--- config.mk ---
export PLATFORM = sky130hd
export DESIGN_NAME = spi_master_link
export DESIGN_NICKNAME = d
export VERILOG_FILES = /design/src/rtl/spi_master_link.sv
export SDC_FILE = /design/constraint.sdc
export NUM_CORES = 1
export LEC_CHECK = 0
export ABC_AREA = 1
export CORE_ASPECT_RATIO = 1.75
export CORE_MARGIN = 2
export CORE_UTILIZATION = 56
export DETAILED_ROUTE_END_ITERATION = 10
export PLACE_DENSITY = 0.78
export SLEW_MARGIN = 40
export SYNTH_ARGS = -nofsm -noshare
export SYNTH_HDL_FRONTEND = slang
export SYNTH_SLANG_ARGS = --single-unit
--- constraint.sdc ---
create_clock -name clk -period 2.49 [get_ports clk]
set_clock_uncertainty 0.05 [all_clocks]
set_input_delay 0.498 -clock clk [delete_from_list [all_inputs] [get_ports clk]]
set_output_delay 0.498 -clock clk [all_outputs]
set_load 0.02 [all_outputs]
--- src/rtl/spi_master_link.sv ---
// SPI mode-0 master for the ALU slave board: shifts {A,B,op,pad,readback} out on MOSI
// and captures the returned ALU result nibble from MISO within the same 24-bit frame.
module spi_master_link #(
   parameter int CLK_DIV  = 4,
   parameter int CS_SETUP = 2,
   parameter int CS_HOLD  = 2
) (
   input  logic       clk,
   input  logic       rst,
   input  logic       start,
   input  logic [3:0] A,
   input  logic [3:0] B,
   input  logic [1:0] op,
   output logic       busy,
   output logic       done,
   output logic [3:0] result,
   output logic       SCLK,
   output logic       CS,
   output logic       MOSI,
   input  logic       MISO
);

   typedef enum logic [1:0] {IDLE, SETUP, XFER, HOLD} state_e;

   localparam int CW = 16;
   localparam logic [CW-1:0] DIV_RL   = CW'(CLK_DIV - 1);
   localparam logic [CW-1:0] SETUP_RL = CW'(CS_SETUP - 1);
   localparam logic [CW-1:0] HOLD_RL  = CW'(CS_HOLD - 1);

   state_e        state_q, state_d;
   logic [CW-1:0] cnt_q, cnt_d;
   logic [4:0]    bit_q, bit_d;
   logic [22:0]   tx_q, tx_d;
   logic [3:0]    rx_q, rx_d;
   logic          sclk_q, sclk_d;
   logic          cs_q, cs_d;
   logic          mosi_q, mosi_d;
   logic          busy_q, busy_d;
   logic          done_q, done_d;
   logic [3:0]    result_q, result_d;

   // Next-state and registered-output logic for the frame sequencer.
   always_comb begin
      state_d  = state_q;
      cnt_d    = cnt_q;
      bit_d    = bit_q;
      tx_d     = tx_q;
      rx_d     = rx_q;
      sclk_d   = sclk_q;
      cs_d     = cs_q;
      mosi_d   = mosi_q;
      busy_d   = busy_q;
      done_d   = 1'b0;
      result_d = result_q;
      case (state_q)
         IDLE: begin
            cs_d   = 1'b1;
            sclk_d = 1'b0;
            mosi_d = 1'b0;
            busy_d = 1'b0;
            if (start) begin
               // Bit 23 goes straight onto MOSI; tx_q holds the remaining 23 bits.
               tx_d    = {A[2:0], B, op, 6'b000000, 8'h00};
               mosi_d  = A[3];
               cs_d    = 1'b0;
               busy_d  = 1'b1;
               cnt_d   = SETUP_RL;
               bit_d   = 5'd23;
               rx_d    = 4'h0;
               state_d = SETUP;
            end else begin
               state_d = IDLE;
            end
         end
         SETUP: begin
            if (cnt_q == '0) begin
               cnt_d   = DIV_RL;
               state_d = XFER;
            end else begin
               cnt_d = cnt_q - CW'(1);
            end
         end
         XFER: begin
            if (cnt_q != '0) begin
               cnt_d = cnt_q - CW'(1);
            end else if (!sclk_q) begin
               // Only the low nibble of the readback byte is ever reported.
               sclk_d = 1'b1;
               rx_d   = {rx_q[2:0], MISO};
               cnt_d  = DIV_RL;
            end else begin
               sclk_d = 1'b0;
               if (bit_q == 5'd0) begin
                  mosi_d  = 1'b0;
                  cnt_d   = HOLD_RL;
                  state_d = HOLD;
               end else begin
                  bit_d  = bit_q - 5'd1;
                  mosi_d = tx_q[22];
                  tx_d   = {tx_q[21:0], 1'b0};
                  cnt_d  = DIV_RL;
               end
            end
         end
         HOLD: begin
            if (cnt_q == '0) begin
               cs_d     = 1'b1;
               mosi_d   = 1'b0;
               done_d   = 1'b1;
               result_d = rx_q;
               state_d  = IDLE;
            end else begin
               cnt_d = cnt_q - CW'(1);
            end
         end
         default: begin
            cs_d    = 1'b1;
            sclk_d  = 1'b0;
            mosi_d  = 1'b0;
            busy_d  = 1'b0;
            state_d = IDLE;
         end
      endcase
   end

   // State and output registers; reset aborts any frame in progress.
   always_ff @(posedge clk or posedge rst) begin
      if (rst) begin
         state_q  <= IDLE;
         cnt_q    <= '0;
         bit_q    <= 5'd0;
         tx_q     <= 23'd0;
         rx_q     <= 4'h0;
         sclk_q   <= 1'b0;
         cs_q     <= 1'b1;
         mosi_q   <= 1'b0;
         busy_q   <= 1'b0;
         done_q   <= 1'b0;
         result_q <= 4'h0;
      end else begin
         state_q  <= state_d;
         cnt_q    <= cnt_d;
         bit_q    <= bit_d;
         tx_q     <= tx_d;
         rx_q     <= rx_d;
         sclk_q   <= sclk_d;
         cs_q     <= cs_d;
         mosi_q   <= mosi_d;
         busy_q   <= busy_d;
         done_q   <= done_d;
         result_q <= result_d;
      end
   end

   assign busy   = busy_q;
   assign done   = done_q;
   assign result = result_q;
   assign SCLK   = sclk_q;
   assign CS     = cs_q;
   assign MOSI   = mosi_q;

endmodule
# Word level (Yosys, flattened, before mapping)
# Index checks and enable logic that the tools add are counted.
dict set report classes {
  addsub 2
  mul 0
  div_mod_pow 0
  magnitude_cmp 0
  n_eq_ne 12
  shift 0
  n_mux 43
  n_bitwise 0
  n_reduce_logical 15
}
# cell count
set ops {}
lappend ops {{23-bit 2-to-1 mux} 4}
lappend ops {{16-bit 2-to-1 mux} 4}
lappend ops {{16-bit one-hot mux with 4 select lines} 1}
lappend ops {{23-bit one-hot mux with 2 select lines} 1}
lappend ops {{5-bit 2-to-1 mux} 4}
lappend ops {{2-bit != test (second input constant)} 9}
lappend ops {{16-bit logical NOT} 1}
lappend ops {{16-bit nonzero test} 1}
lappend ops {{16-bit by 1-bit subtractor with 16-bit output (second input constant)} 1}
lappend ops {{2-bit 2-to-1 mux} 7}
lappend ops {{1-bit 2-to-1 mux} 13}
lappend ops {{4-bit 2-to-1 mux} 3}
lappend ops {{5-bit one-hot mux with 2 select lines} 1}
lappend ops {{5-bit AND reduction} 2}
lappend ops {{2-bit one-hot mux with 4 select lines} 1}
lappend ops {{4-bit one-hot mux with 2 select lines} 1}
lappend ops {{2-bit AND reduction} 4}
lappend ops {{4-bit AND reduction} 2}
lappend ops {{5-bit logical NOT} 1}
lappend ops {{5-bit by 1-bit subtractor with 5-bit output (second input constant)} 1}
lappend ops {{2-bit equality test (second input constant)} 2}
lappend ops {{1-bit one-hot mux with 2 select lines} 2}
lappend ops {{2-bit nonzero test} 2}
lappend ops {{1-bit one-hot mux with 3 select lines} 1}
lappend ops {{other kinds (3)} 3}
dict set report word_totals {
  ff_bits 59
  latch_bits 0
  ram_bits 0
  romBits 0
  input_bits 14
  output_inout_bits 9
  word_cells 83
  n_memories 0
}

# Depth between registers and ports, before layout
# Gate-level depths: netlist of run 1.
dict set report logic_depth {
  word_depth 5
  ltp_mapped 11
  ltp_nobuf 11
}

# Least setup slack after synthesis of run 1
# Ideal clock, no wire load.
dict set report synth_path {
  path_kind {reg2reg}
  start {register state_q[0]}
  end {register cnt_q[14]}
  setup_ps 117
  t_arrival_ps 1452
  required_time_ps 2323
  path_slack_ps 871
  stages_incl_launch_ff 12
  n_path_buf 0
  period_less_slack_ps 1619
  path_cell_list {dfrtp_1 > inv_1 > ha_1 > inv_2 > nor2_1 > inv_2 > nand2_2 > inv_4 > nand2_1 > nand2_1 > nand2_1 > nor2_1}
}
dict set report synth_via {
  elab_chain_cells 3
  elab_cells_between_ends 8
  cone_classes {eq/ne (5); mux (1); reduce/logical (2)}
}
# element line
set synth_rtl {}
lappend synth_rtl {{start, declared} 30} ;# state_e state_q, state_d;
lappend synth_rtl {{start signal, assigned} 141} ;# state_q <= state_d;
lappend synth_rtl {{2-bit equality test / 2-bit logical NOT (equally long branches)} 55} ;# case (state_q)
lappend synth_rtl {{2-bit != test (no line)} --}
lappend synth_rtl {{2-bit AND reduction (no line)} --}
lappend synth_rtl {{end signal, assigned} 142} ;# cnt_q <= cnt_d;
lappend synth_rtl {{end, declared} 31} ;# logic [CW-1:0] cnt_q, cnt_d;
# Parallel ways exist; a longest one is shown, timed or not.
# A chain may end at the register's enable or synchronous reset.

# Worst setup path in the final report of run 1
dict set report layout_path {
  start {register cnt_q[0]}
  end {register state_q[0]}
}
dict set report layout_via {
  elab_chain_cells 3
  elab_cells_between_ends 6
  cone_classes {eq/ne (3); reduce/logical (3)}
}
# element line
set layout_rtl {}
lappend layout_rtl {{16-bit logical NOT / 16-bit nonzero test (equally long branches)} {76, 106, 84}}
lappend layout_rtl {{2-bit != test (no line)} --}
lappend layout_rtl {{5-bit AND reduction (no line) (*)} --}
# Mark *: on every way between the ends. The rest lies on a longest branch, timed or not.

==> impl_results.md, run 1 <==
- Slew Viols, Final: 0
- Worst setup startpoint: cnt_q[0]
- Sum Neg Setup Slack: 0 ns
- Reg2Reg Depth: 8
- Hold buffer count at CTS: 0
- GPL Wtd Cong: 0.901
- Fillers: 396
- Fmax achieved: 0.499 GHz
- FP Rows: 32
- Yosys reg bits: 45
- Share of cells above drive strength 1: 0.0777
- Die ar.: 5170 µm²
- CP max stage cell: a21boi_0
- Critical Path AT: 2.16 ns
- Measured slew at the worst slew-check pin: 0.574 ns
- Max Cap Viol: 0
- Worst-path fanout max: 13
- Initial antenna violation count: 0
- Dpl cells: 429
- Mapped Cells: 357
- R2R Path End: state_q[0]
- Crit share post-route: 0.805
- Synth Area in Simple Gates: 0.348
- Final non-filler cell total: 437
- CTS Buf Count: 5
- Most frequent CP cell: nand2_2
- Die Ht: 93.7 µm
- Vias in the first global route: 2192
- Remaining antenna violation count: 0
- Layout Utilization: 0.668
- XOR/XNOR share of the synthesized area: 0.0204
- Place WS: 0.534 ns
- Most frequent cells in the layout: nand2_1 (130), dfrtp_1 (44), inv_1 (40)
- CP startpoint kind: register
- P&R area growth vs syn: 14.4%
- Final Hold Fails: 0
- Adder-Cell Fraction of Synth Area: 0.0389
- Via density: 5.14
- Register clock-pin slew on the reported worst setup and hold paths: 0.09 ns
- WHS: 0.436 ns
- CP Capture Type: register
- CTS Root Buffer Type: clkbuf_8
- Mux cell area share after synthesis: 0
- Total grt overflow: 0
- Main combinational cell family by area after synthesis: simple AND/OR/NAND/NOR gates
- Initial core utilization: 0.584
- 1st-pass router iterations: 4
- Total track usage: 0.227
- Clock sinks: 45
- CTS max path bufs: 2
- Input/output buffers: 22
- R2R Setup Slk: 0.49 ns
- Multi-input gate area: 1220 µm²
- Postcts setup bufs: 0
- Routed wire length per instance: 12.4 µm
- Via count: 2245
- Core region area: 4400 µm²
- Final Critical Period: 2.00 ns
- DRT iter0 DRCs: 54
- Hold WC Path Type: reg -> reg
- Final worst slack: 0.486 ns
- # DRC: 0
- Crit Reg-Reg Startpoint: cnt_q[0]
- Ys Warns: 0
- Placed cell areas: 2850 µm²
- Critical Path, Cell by Cell: inv_1, ha_1, nand2_2, nor2_2, nand2_2, a21boi_0, nand3_1, o21ai_0
- Normalized max-slew margin: 0.618
- # setup viols final: 0
- # diodes: 0
- RSZ-0062 raised after global routing: no
- Critical Path Max Stage Delay: 0.43 ns
- Status: completed
- Chip width: 55.2 µm
- FF/Latch Area: 1130 µm²
- Clk_lat worst skew: 0.29 ns
- Seq/Total Area, Yosys: 0.438
- Pwr Density: 421 nW/µm²
- Avg Synthesized Cell Area: 7.21 µm²
- Final Cell Area: 2940 µm²
- Mapped cell area: 2570 µm²
- Critical path endpoint: state_q[0]
- First-pass GRT wire length: 9440 µm
- Detailed placer's ending HPWL: 4150 µm
- Synth cell types: 29
- Largest net degree at the start of global routing: 46
- Commonest non-fill, non-tap cell in the layout: nand2_1
- NumNets Final: 407
- # IOs: 23
- TritonCTS clock tree: yes
- Leakage dissipation: 1.58 nW
- Worst vdd ir: 0.000534 V
- Compound-Gate Fraction of Synth Area: 0.0691
- CTS resizes: 0
- Total power: 1.24 mW
- H-tree levels: 2
- Worst setup path category: reg -> reg
- Worst EP required: 2.65 ns
- Syn_nets: 379
- Detailed Route WL: 5430 µm
[worst max-delay path: cells and delay by family, from the launching register on]
family                     cells  cell delay, ns
adders and majority gates      1            0.20
AOI/OAI and AO/OA              2            0.56
buffers and inverters          1            0.08
and+or+nand+nor                4            0.63
DFF                            1            0.40
[Yosys cell counts (all sizes together)]
cell,n,area [µm²]
inv,46,180
dfrtp,44,1100
buf,4,32.5
nand4,3,18.8
clkbuf,2,7.51
nand3b,1,7.51
a21boi,2,15.0
dfstp,1,26.3
o21ai,27,139
a21oi,2,10.0
nand3,28,153
nand2,135,529
nor3,3,15.0
ha,8,100
a22oi,1,7.51
xor2,6,52.6
or2,1,6.26
nor2,42,165
o22ai,1,6.26
[cell families (layout without fill, tap and decap cells)]
family / Yosys count / after routing
AND/OR/NAND/NOR: 213 / 213
buffers and inverters: 52 / 81
flip-flops: 45 / 45
AO/OA/AOI/OAI: 33 / 33
adder cells (fa/ha/maj): 8 / 8
XOR/XNOR: 6 / 6
[layout make-up]
class                      instances  share of cell area
tap                               51              0.0217
sequential                        45               0.383
clock inverter                     3             0.00722
inverter                          46              0.0612
timing repair buffer              27              0.0875
clock buffer                       5              0.0234
multi-input combinational        260               0.416
[layer usage]
metal  wire [µm]  up-vias  track usage
met4         217        0       0.0976
met2        2900       40        0.424
met1        2170     1030        0.251
met3         145       15       0.0358
met5           0        -            0
li1            -     1160            -
[flip-flops by register name, indices dropped and copies added, names as in the netlist, 2 cells and up]
name     flops
state_q      2
cnt_q       16
result       4
bit_q        5
rx_q         4
tx_q         9
[worst min-delay path by stage]
stage               from         to  slack (ns)  cells after the start
6_report       result[2]  result[2]        0.44                      2
5_1_grt         tx_q[19]   tx_q[19]        0.46                      2
4_1_cts        result[2]  result[2]        0.44                      2
3_5_place_dp   result[2]  result[2]        0.41                      2
3_3_place_gp     rx_q[3]  result[3]        0.41                      2
2_1_floorplan    rx_q[3]  result[3]        0.39                      2
[where the power goes]
group	switching (mW)	internal (mW)	total [mW]
Sequential	0.000671	0.731	0.732
Combinational	0.0228	0.0238	0.0466
Clock	0.261	0.199	0.460
Total	0.284	0.954	1.24
No activity file was read; power rests on OpenSTA's default activity.
==> run 2, diff against run 1 <==
- CORE_UTILIZATION: 56 -> 52
- PLACE_DENSITY: 0.78 -> 0.76
- clock period: 2.49 -> 1.7 ns (I/O delays scaled with it)
==> impl_results.md, run 2 (same netlist as run 1, synthesis figures left out) <==
- FP Rows: 33 (+3.1%)
- Met3 wire length: 173 µm (+19%)
- Detailed placer's ending HPWL: 4670 µm (+12%)
- # setup viols final: 5 (+5)
- Critical Path AT: 1.90 ns (-0.26 ns)
- FF/Latch Area: 1130 µm² (unchanged)
- Die Ht: 97.0 µm (+3.6%)
- Most frequent cells in the layout: nand2_1 (122), dfrtp_1 (44), buf_4 (40)
- CTS Root Buffer Type: clkbuf_8
- Switching Power: 0.437 mW (+54%)
- Gate power share: 0.041 (+0.003)
- Detailed Route WL: 6720 µm (+24%)
- # diodes: 0 (unchanged)
- Worst setup startpoint: state_q[0]
- CTS Buf Count: 5 (unchanged)
- Input/output buffers: 22 (unchanged)
- Leakage dissipation: 1.89 nW (+20%)
- Final Hold Fails: 0 (unchanged)
- H-tree levels: 2 (unchanged)
- Top reg by flops: cnt_q
- Remaining antenna violation count: 0 (unchanged)
- Core region area: 4710 µm² (+6.9%)
- Max Cap Viol: 0 (unchanged)
- Place WS: -0.0702 ns (-0.604 ns)
- Worst EP required: 1.88 ns (-0.77 ns)
- Die ar.: 5550 µm² (+7.2%)
- Worst setup path category: reg -> reg
- Dpl cells: 461 (+7.5%)
- Pwr Density: 523 nW/µm² (+24%)
- Normalized max-slew margin: 0.799 (+0.181)
- Sum Neg Setup Slack: -0.0268 ns (-0.0268 ns)
- CP Capture Type: register
- Crit Reg-Reg Startpoint: state_q[0]
- Via count: 2529 (+13%)
- Failing checks: negative setup slack
- CP max stage cell: dfrtp_1
- Final worst slack: -0.0130 ns (-0.498 ns)
- Clk pwr share: 0.377 (+0.005)
- Metal-1 WL: 2370 µm (+9.4%)
- Total grt overflow: 0 (unchanged)
- Chip width: 57.2 µm (+3.5%)
- Seq pwr share: 0.582 (-0.009)
- Worst-path fanout max: 7 (-6)
- Largest net degree at the start of global routing: 46 (unchanged)
- Final Cell Area: 3520 µm² (+19%)
- Final Critical Period: 1.71 ns (-0.292 ns)
- Hold buffer count at CTS: 0 (unchanged)
- Share of cells above drive strength 1: 0.253 (+0.176)
- Met2 wire length: 3920 µm (+35%)
- Sw Ratio: 0.238 (+0.00822)
- Critical Path Max Stage Delay: 0.42 ns (about the same)
- Worst vdd ir: 0.000534 V (about the same)
- # DRC: 0 (unchanged)
- Fmax achieved: 0.584 GHz (+17%)
- Vias in the first global route: 2586 (+18%)
- P&R area growth vs syn: 36.7%
- DRT iter0 DRCs: 88 (+63%)
- Top sig layer: met4
- Clock sinks: 45 (unchanged)
- Register clock-pin slew on the reported worst setup and hold paths: 0.09 ns (about the same)
- # IOs: 23 (unchanged)
- Fillers: 364 (-8.1%)
- Final non-filler cell total: 482 (+10%)
- Layout Utilization: 0.747 (+0.0785)
- Multi-input gate area: 1400 µm² (+14%)
- Critical Path, Cell by Cell: inv_2, ha_2, buf_4, nand2_1, o21ai_4, nand3_4, buf_12, clkinv_8, o21ai_1, o21ai_1
- Status: complete, but fails checks
- First-pass GRT wire length: 10900 µm (+15%)
- Largest regs: cnt_q: 16 flops, tx_q: 9 flops, bit_q: 5 flops
- Routed wire length per instance: 13.9 µm (+12%)
- Total track usage: 0.247 (+0.0197)
- Max reg flops: 16 (unchanged)
- GPL Wtd Cong: 0.941 (+4.4%)
- RSZ-0062 raised after global routing: yes
- WHS: 0.317 ns (-0.118 ns)
- Most frequent CP cell: o21ai_1
- Initial core utilization: 0.547 (-0.0376)
- Crit share post-route: 1.01 (+0.203)
- TritonCTS clock tree: yes
- Commonest non-fill, non-tap cell in the layout: nand2_1
- 1st-pass router iterations: 4 (unchanged)
- Placed cell areas: 3100 µm² (+8.6%)
- P_int: 1.40 mW (+47%)
- Initial antenna violation count: 0 (unchanged)
- Via density: 5.25 (+2.1%)
- CP startpoint kind: register
- CTS max path bufs: 2 (unchanged)
- Hold WC Path Type: in -> async
- Total power: 1.84 mW (+49%)
- Measured slew at the worst slew-check pin: 0.300 ns (-0.274 ns)
- NumNets Final: 451 (+11%)
- Clk_lat worst skew: 0.30 ns (about the same)
- Slew Viols, Final: 0 (unchanged)
## run 2: cell count changes in the layout (fill, tap and decap cells not counted), sizes merged
cell,change
clkinvlp,-1
clkdlybuf4s50,-4
dlymetal6s2s,+2
buf,+42
clkinv,+3
dlygate4sd2,+2
## run 2: layout make-up
type,instances,share of cell area
repair buffers,69,0.177
flip-flops and latches,45,0.321
clock inverters,3,0.00641
multi-input cells,260,0.399
repair inverters,2,0.00569
inverters,46,0.0534
well taps,52,0.0185
clock buffers,5,0.0196
## run 2: repair_timing
item,CTS,global route
resized for setup,8,66
setup buffers,1,10
gates cloned,0,2
endpoints found under the setup margin,20,42
pin swaps,1,12
## run 2: final timing paths
path,endpoint,slack [ns],cells after the start
setup / recovery,bit_q[0],-0.01,10
hold / removal,rx_q[0],0.32,3
setup reg to reg,bit_q[0],-0.01,10
hold reg to reg,tx_q[20],0.44,2
max in group asynchronous,CS,1.01,3
min in group clk,tx_q[20],0.44,2
## run 2: worst max-delay path, delay by kind of cell (launching register included)
family / cells / cell delay [ns]
compound gates: 3 / 0.22
fa+ha+maj: 1 / 0.23
buf+inv: 4 / 0.46
flops: 1 / 0.42
simple gates: 2 / 0.27
## run 2: layer usage
metal / up-vias / GRT usage
met2: 64 / 0.459
li1: 1252 / -
met5: - / 0
met3: 23 / 0.0307
met1: 1190 / 0.252
met4: 0 / 0.141
## run 2: power groups by stage
stage	Combinational [mW]	Sequential, mW	Clock (mW)
after floorplan	0.0260	1.09	0
after global placement	0.0755	1.09	0
after detailed placement	0.0760	1.09	0
after CTS	0.0763	1.07	0.709
after global routing	0.0864	1.07	0.737
final	0.0748	1.07	0.694
